**config.mk**
```make
export PLATFORM = sky130hd
export DESIGN_NAME = gb_display
export DESIGN_NICKNAME = d
export VERILOG_FILES = /design/src/rtl/gb_display.sv
export SDC_FILE = /design/constraint.sdc
export NUM_CORES = 1
export LEC_CHECK = 0
export BUFFER_PORTS_ARGS = -buffer_cell sky130_fd_sc_hd__buf_2
export CAP_MARGIN = 20
export CORE_UTILIZATION = 35
export DETAILED_ROUTE_END_ITERATION = 8
export GPL_ROUTABILITY_DRIVEN = 0
export PLACE_DENSITY_LB_ADDON = 0.12
export SYNTH_ARGS = -nofsm -noshare
export SYNTH_HDL_FRONTEND = slang
export SYNTH_SLANG_ARGS = --single-unit
```
**constraint.sdc**
```tcl
create_clock -name clk -period 2.2 [get_ports clk]
set_input_delay 0.22 -clock clk [delete_from_list [all_inputs] [get_ports clk]]
set_output_delay 0.22 -clock clk [all_outputs]
set_load 0.02 [all_outputs]
```
**src/rtl/gb_display.sv**
```systemverilog
// Free-running 480x272 TFT timing generator: divides clk down to pclk, produces
// hsync/vsync/de and drives RGB565 colour bars as a stand-in frame source.
module gb_display #(
    parameter int CLK_DIV  = 2,
    parameter int H_ACTIVE = 480,
    parameter int H_FRONT  = 2,
    parameter int H_SYNC   = 41,
    parameter int H_BACK   = 2,
    parameter int V_ACTIVE = 272,
    parameter int V_FRONT  = 2,
    parameter int V_SYNC   = 10,
    parameter int V_BACK   = 2
) (
    input  logic        clk,
    input  logic        reset,
    output logic        pclk,
    output logic        hsync,
    output logic        vsync,
    output logic        de,
    output logic [15:0] color
);

    localparam int H_TOTAL = H_ACTIVE + H_FRONT + H_SYNC + H_BACK;
    localparam int V_TOTAL = V_ACTIVE + V_FRONT + V_SYNC + V_BACK;
    localparam int DIV_W   = (CLK_DIV > 2) ? $clog2(CLK_DIV) : 1;

    localparam logic [DIV_W-1:0] DIV_LAST = DIV_W'(CLK_DIV - 1);
    localparam logic [DIV_W-1:0] DIV_HALF = DIV_W'(CLK_DIV / 2);

    localparam logic [9:0] H_LAST = 10'(H_TOTAL - 1);
    localparam logic [9:0] H_ACT  = 10'(H_ACTIVE);
    localparam logic [9:0] HS_BEG = 10'(H_ACTIVE + H_FRONT);
    localparam logic [9:0] HS_END = 10'(H_ACTIVE + H_FRONT + H_SYNC);

    localparam logic [8:0] V_LAST = 9'(V_TOTAL - 1);
    localparam logic [8:0] V_ACT  = 9'(V_ACTIVE);
    localparam logic [8:0] VS_BEG = 9'(V_ACTIVE + V_FRONT);
    localparam logic [8:0] VS_END = 9'(V_ACTIVE + V_FRONT + V_SYNC);

    logic [DIV_W-1:0] div_q, div_d;
    logic [9:0]       hcount_q, hcount_d;
    logic [8:0]       vcount_q, vcount_d;
    logic             pclk_q, hsync_q, vsync_q, de_q;
    logic [15:0]      color_q;
    logic             tick, pclk_d, h_sync_on, v_sync_on, de_d;

    // Eight equal-width vertical bars across the active line.
    function automatic logic [15:0] bar_color(input logic [9:0] x);
        logic [2:0] idx;
        idx = 3'd0;
        for (int i = 1; i < 8; i++) begin
            if (x >= 10'(i * (H_ACTIVE / 8))) idx = 3'(i);
        end
        case (idx)
            3'd0:    bar_color = 16'hFFFF;
            3'd1:    bar_color = 16'hFFE0;
            3'd2:    bar_color = 16'h07FF;
            3'd3:    bar_color = 16'h07E0;
            3'd4:    bar_color = 16'hF81F;
            3'd5:    bar_color = 16'hF800;
            3'd6:    bar_color = 16'h001F;
            default: bar_color = 16'h0000;
        endcase
    endfunction

    always_comb begin
        tick   = (div_q == DIV_LAST);
        div_d  = tick ? '0 : div_q + 1'b1;
        // pclk follows the next divider value so it is high for the upper half count.
        pclk_d = (div_d >= DIV_HALF);

        hcount_d = (hcount_q == H_LAST) ? 10'd0 : hcount_q + 10'd1;
        vcount_d = vcount_q;
        if (hcount_q == H_LAST) begin
            vcount_d = (vcount_q == V_LAST) ? 9'd0 : vcount_q + 9'd1;
        end

        h_sync_on = (hcount_q >= HS_BEG) && (hcount_q < HS_END);
        v_sync_on = (vcount_q >= VS_BEG) && (vcount_q < VS_END);
        de_d      = (hcount_q < H_ACT) && (vcount_q < V_ACT);
    end

    always_ff @(posedge clk or posedge reset) begin
        if (reset) begin
            div_q    <= '0;
            pclk_q   <= 1'b0;
            hcount_q <= 10'd0;
            vcount_q <= 9'd0;
            hsync_q  <= 1'b1;
            vsync_q  <= 1'b1;
            de_q     <= 1'b0;
            color_q  <= 16'h0000;
        end else begin
            div_q  <= div_d;
            pclk_q <= pclk_d;
            // Outputs register the decode of the pre-increment position: one tick latency.
            if (tick) begin
                hcount_q <= hcount_d;
                vcount_q <= vcount_d;
                hsync_q  <= ~h_sync_on;
                vsync_q  <= ~v_sync_on;
                de_q     <= de_d;
                color_q  <= de_d ? bar_color(hcount_q) : 16'h0000;
            end
        end
    end

    assign pclk  = pclk_q;
    assign hsync = hsync_q;
    assign vsync = vsync_q;
    assign de    = de_q;
    assign color = color_q;

endmodule

```
==> run metrics, run 1 <==
min Tclk post-route=1.91 ns; RSZ-0062 raised after global routing=no; Overflow after GRT=0; Worst EP arrival=2.07 ns; WS Path Type=register to register; CTS root buf=clkbuf_8; post-layout instance area=1760 um^2; slew margin rel.=69.2%; Post-CTS Resized=0; Critical Path RT=2.36 ns; flops & latches, synth=26; Final Routed Wirelength=3.25 mm; maximum root-to-sink buffer count=2; ranking of synthesized cells by area=dfrtp_1, buf_4, buf_6; area grow syn2layout=3.85%; Critical Path Start Type=register; sequential area share after synthesis=38.6%; status=complete, no violations; Yosys cell types=48; Antenna Violating Nets Remaining=0; Comb power frac=1.4%; DRC viols=0; Initial Util=37.6%; Mapped Cells=178; number of synthesized flops with an enable pin=0; pin count of the biggest net entering global routing=27; Max Freq=523 MHz; Reg clk slew, reported paths=0.09 ns; Power Density=506 nW/um^2; Die H=71.5 um; layout cells sized above 1=20.1%; final setup vio count=0; commonest non-fill, non-tap cell in the layout=dfrtp_1; GRT Overall Usage=13.9%; asr flop ratio synth=100%; Yosys top cell area share=35.5%; FILL cells=455; # H-tree levels=1; postcts setup bufs=0; Vias/cell=5.37; ANT cells=0; Slew Viols, Final=0; worst-margin pin slew=0.462 ns; Post-Syn Area per Cell=9.50 um^2; die width=71.5 um; IO Pins=22; Peak VDD IR=0.342 mV; Tcrit/Tclk final=86.9%; via count=1267; Mapped Area=1690 um^2; Seq pwr share=53.7%; Net Switching=0.165 mW; setup ws final=0.288 ns; CTS Buf Count=3; vias in the first global route=1191; worst slack, placed=0.313 ns; clock skew=0.00284 ns; post-synth top area cell=dfrtp_1; Post-synth top flop=dfrtp_1; Initial DRT Pass Iterations=4; nets@finish=193; DP Area=1680 um^2; # clock sinks=26; switching share of power=18.5%; Clock Latency Late Sink=0.27 ns; Synth Net Count=186; Max-cap violations=0; setup TNS=0 ns; most frequent cells in the layout=dfrtp_1, buf_2, nand2_1; Critical Path Fanout Max=11; wire per inst=13.8 um; min-delay worst type=input pin to asynchronous set/reset pin; first-pass GRT wire length=5.66 mm; hpwl dp=2.36 mm; cell internal pwr=0.724 mW; Core ar.=4500 um^2; clock network power share=44.8%; DR iter-0 viols=70; number of antenna violations at the first check in global routing=0; FP Rows=24; die footprint=5120 um^2; CP Capture Type=register; CTS tree=done; Leakage=0.735 nW; total power=0.889 mW; port bufs=21; final hold vios=0; YS warnings=0
==> state kept, by name, indices dropped and copies added (netlist names) <==
register  count
hsync         1
vcount_q      9
vsync         1
div_q         1
de            1
hcount_q     10
color         3
==> layout make-up <==
cell class	instances	area, um^2	share of cell area [%]
Timing Repair Buffer	25	138	7.83
Tap cell	52	65.1	3.70
Clock buffer	3	41.3	2.35
Multi-Input combinational cell	118	788	44.9
Clock inverter	1	30.0	1.71
Sequential cell	26	653	37.2
Inverter	11	41.3	2.35
==> worst max-delay path, stage by stage, from the launching register on <==
cell,delay (ns)
dfrtp_1,0.50
nor4_2,0.48
and4_1,0.47
nand4_1,0.19
xnor2_1,0.16
==> stage by stage <==
| stage | instances | hold slack (ns) | utilization (%) |
|---|---|---|---|
| finish | 236 | 0.525 | 39.0 |
| global route | 236 | 0.547 | 39.0 |
| CTS | 236 | 0.528 | 39.0 |
| floorplan | 178 | 0.259 | - |
| detailed placement | 231 | 0.300 | 37.2 |
| global placement | 231 | 0.297 | 37.2 |
==> layer usage <==
layer	wire length (um)	GRT usage [%]
met3	94	3.38
met4	31	2.61
met2	1600	23.9
met5	0	0
met1	1530	18.0
==> cells by family (layout without fill, tap and decap cells) <==
kind of cell               after synthesis  count (layout)  synth area share (%)
AOI/OAI and AO/OA                       37              37                  15.1
xor gates and xnor gates                 9               9                  4.66
adders and majority gates                7               7                  5.03
buffers and inverters                   34              40                  14.8
DFF                                     26              26                  38.6
and+or+nand+nor                         65              65                  21.8
==> power by group through the flow <==
| stage | clock network (mW) | registers (mW) | logic, mW |
|---|---|---|---|
| 2_1_floorplan | 0 | 0.487 | 0.00706 |
| 6_report | 0.398 | 0.478 | 0.0128 |
| 3_3_place_gp | 0 | 0.487 | 0.0124 |
| 5_1_grt | 0.435 | 0.478 | 0.0157 |
| 4_1_cts | 0.417 | 0.478 | 0.0139 |
| 3_5_place_dp | 0 | 0.487 | 0.0125 |
==> synthesized netlist by cell type, types with 2 or more instances <==
cell	number
inv_1	10
nor2_1	9
ha_1	6
nand4_1	3
xnor2_1	5
clkbuf_8	2
and3_1	6
dfstp_2	2
a21o_1	6
dfrtp_1	24
o2bb2ai_1	3
o21ai_1	7
a41oi_1	2
nand2_1	12
buf_4	13
a21oi_1	5
nor3_1	6
nor3b_1	3
xor2_1	4
buf_6	7
nand2b_1	2
o21ai_0	4
nand3_1	10
or3_1	3
==> timing repair <==
| action | 4_1_cts | 5_1_grt |
|---|---|---|
| hold buffers | 1 | 0 |
| endpoints found under the hold margin | 22 | 0 |
| setup endpoints to repair | 0 | 0 |
==> path summary, 6_finish.rpt <==
check / startpoint / endpoint / slack [ns] / depth (start not counted)
setup / recovery: hcount_q[6] / vcount_q[6] / 0.29 / 4
hold / removal: reset / hcount_q[5] / 0.53 / 4
setup reg to reg: hcount_q[6] / vcount_q[6] / 0.29 / 4
hold reg to reg: de / de / 0.53 / 2
max in group asynchronous: reset / vsync / 1.36 / 4
min in group clk: de / de / 0.53 / 2
Power figures use the tool's default switching activity.
==> run 2, diff against run 1 <==
--- a/config.mk
+++ b/config.mk
@@ -5,6 +5,7 @@
 export SDC_FILE = /design/constraint.sdc
 export NUM_CORES = 1
 export LEC_CHECK = 0
+export ABC_AREA = 1
 export BUFFER_PORTS_ARGS = -buffer_cell sky130_fd_sc_hd__buf_2
 export CAP_MARGIN = 20
 export CORE_UTILIZATION = 35
==> run 2 against run 1 <==
Net effect:
- sequential power hardly changed
- wire length rose by 8.4%
- sequential share of layout area fell by 1.5 points
- power rose by 0.93%
- register-to-register slack better by 0.32 ns
- area after synthesis rose by 0.44%
- worst hold slack lost 0.51 ns
- global-route usage grew 0.90 points
- clock-buffer cell count is the same
- flip-flop and latch count stayed put
==> run metrics, run 2 <==
DRC viols=0 (unchanged); post-layout instance area=1830 um^2 (+4.1%); setup TNS=0 ns (unchanged); Core ar.=4500 um^2 (unchanged); GRT Overall Usage=14.8% (+0.90 points); post-cts hold buffer count=0 (-1); wire per inst=12.0 um (-13%); Power Density=490 nW/um^2 (-3.1%); top cell family by delay on the critical path=simple AND/OR/NAND/NOR gates; post-synth top area cell=dfrtp_1; Leakage=0.912 nW (+24%); Reg clk slew, reported paths=0.10 ns (about the same); IO Pins=22 (unchanged); final hold vios=0 (unchanged); Critical Path RT=2.37 ns (about the same); Overflow after GRT=0 (unchanged); Initial DRT Pass Iterations=4 (unchanged); status=complete, no violations; DP Area=1760 um^2 (+4.9%); Yosys top cell area share=35.3% (-0.16 points); number of synthesized flops with an enable pin=0 (unchanged); hpwl dp=2.73 mm (+16%); slowest CP cell=dfrtp_1; FILL cells=479 (+5.3%); first-pass GRT wire length=5.95 mm (+5.2%); Largest Register=hcount_q; CTS tree=done; Synth Net Count=239 (+28%); number of antenna violations at the first check in global routing=0 (unchanged); cell with the most instances after synthesis=nand2_1; commonest non-fill, non-tap cell in the layout=nand2_1; # clock sinks=26 (unchanged); vias in the first global route=1284 (+7.8%); Vias/cell=4.85 (-9.7%); Critical Path Start Type=register; slew margin rel.=55.7% (-13 points); die width=71.7 um (+0.22%); R2R Path Start=hcount_q[0]; min-delay worst type=input pin to asynchronous set/reset pin; Initial Util=37.7% (+0.17 points); Mapped Area=1700 um^2 (+0.44%); ANT cells=0 (unchanged); FP Rows=24 (unchanged); most frequent cells in the layout=nand2_1, inv_1, nor2_1; pin count of the biggest net entering global routing=18 (-33%); Post-Syn Area per Cell=7.36 um^2 (-23%); Post-CTS Resized=0 (unchanged); Peak VDD IR=0.223 mV (-35%); area grow syn2layout=7.66%; flops & latches, synth=26 (unchanged); ranking of synthesized cells by area=dfrtp_1, nand2_1, inv_1; Clock Latency Late Sink=0.27 ns (about the same); Antenna Violating Nets Remaining=0 (unchanged); Max-cap violations=0 (unchanged); YS warnings=0 (unchanged); nets@finish=250 (+30%); # H-tree levels=1 (unchanged); min Tclk post-route=1.59 ns (-0.323 ns); worst-path cell chain=inv_1 > ha_1 > inv_1 > nor2_4 > nand3_1 > nor2_2 > nand3_1 > xor2_1; final setup vio count=0 (unchanged); maximum root-to-sink buffer count=2 (unchanged); Yosys cell types=29 (-40%); CTS Buf Count=3 (unchanged); port bufs=21 (unchanged); Die H=71.7 um (+0.22%); Max Freq=629 MHz (+20%); Mapped Cells=231 (+30%); Critical Path Fanout Max=4 (-7); Tcrit/Tclk final=72.2% (-15 points); top cells by count, synth=nand2_1, inv_1, nor2_1; RSZ-0062 raised after global routing=no; Post-synth top flop=dfrtp_1; asr flop ratio synth=100% (unchanged); sequential area share after synthesis=38.4% (-0.17 points); Final Routed Wirelength=3.53 mm (+8.4%); via count=1421 (+12%); crit-path max cell delay=0.40 ns (-0.10 ns); postcts setup bufs=0 (unchanged); WS Path Type=register to register; worst-margin pin slew=0.663 ns (+0.201 ns); Buf/Inv on CP=2 (+2); Crit. Startpoint=hcount_q[0]; Slew Viols, Final=0 (unchanged); final core utilization=40.6% (+1.6 points); DR iter-0 viols=77 (+10%); Worst EP arrival=1.76 ns (-0.31 ns); CP Capture Type=register; layout cells sized above 1=15.8% (-4.3 points); max FFs per register=10 (unchanged); die footprint=5140 um^2 (+0.43%); clock skew=0.00243 ns (-0.000417 ns); CTS root buf=clkbuf_8
run 2: cell types whose count changed in the layout (fill, tap and decap cells not counted), sizes merged, moves of 3 or more:
cell,change
nand3,+9
inv,+28
or3,-3
nand2,+39
nor3b,-3
o21ai,+6
xnor2,-4
nor2,+21
o2bb2ai,-3
and3,-6
a21o,-6
run 2: cell families after synthesis:
group / share of synthesized area, %
adders and majority gates: 4.42
and+or+nand+nor: 30.6
DFF: 38.4
buffers and inverters: 15.4
xor gates and xnor gates: 3.09
AOI/OAI and AO/OA: 8.03
run 2: power breakdown:
part / internal (mW) / switching [mW]
Sequential: 0.478 / 0
Combinational: 0.00187 / 0.00989
Clock: 0.244 / 0.164
run 2: layout make-up:
cell class / count / area (um^2) / share of cell area (%)
clock buffer: 3 / 41.3 / 2.26
clock inverter: 1 / 30.0 / 1.64
inverter: 38 / 143 / 7.80
multi-input combinational: 151 / 785 / 42.9
sequential: 26 / 653 / 35.7
tap: 52 / 65.1 / 3.56
timing repair buffer: 22 / 113 / 6.16
run 2: routing by layer:
layer  track usage, %  wire length, um  vias up
met5                0                0        -
met4             3.27               25        0
met3             2.53              122        4
li1                 -                -      741
met2             22.4             1450       36
met1             22.0             1930      640
run 2: worst register-to-register path, delay by kind of cell, from the launching register on:
family | cells | cell delay [ns]
flops | 1 | 0.40
simple gates | 4 | 0.62
xor+xnor | 1 | 0.15
fa+ha+maj | 1 | 0.15
buf+inv | 2 | 0.17
run 2: worst paths after layout:
kind / to / slack, ns / cells after the start
setup / recovery: vcount_q[6] / 0.61 / 8
hold / removal: vcount_q[7] / 0.02 / 2
setup reg to reg: vcount_q[6] / 0.61 / 8
hold reg to reg: de / 0.51 / 2
max in group asynchronous: hcount_q[5] / 1.57 / 3
min in group clk: de / 0.51 / 2
run 2: metrics by stage:
| stage | hold WS [ns] | total power [mW] | std cells | setup slack, ns |
|---|---|---|---|---|
| 6_report | 0.0201 | 0.897 | 293 | 0.611 |
| 3_3_place_gp | 0.359 | 0.500 | 289 | 0.606 |
| 2_1_floorplan | 0.259 | 0.494 | 231 | 0.806 |
| 4_1_cts | 0.0499 | 0.911 | 293 | 0.611 |
| 3_5_place_dp | 0.354 | 0.500 | 289 | 0.635 |
| 5_1_grt | 0.0847 | 0.933 | 293 | 0.460 |
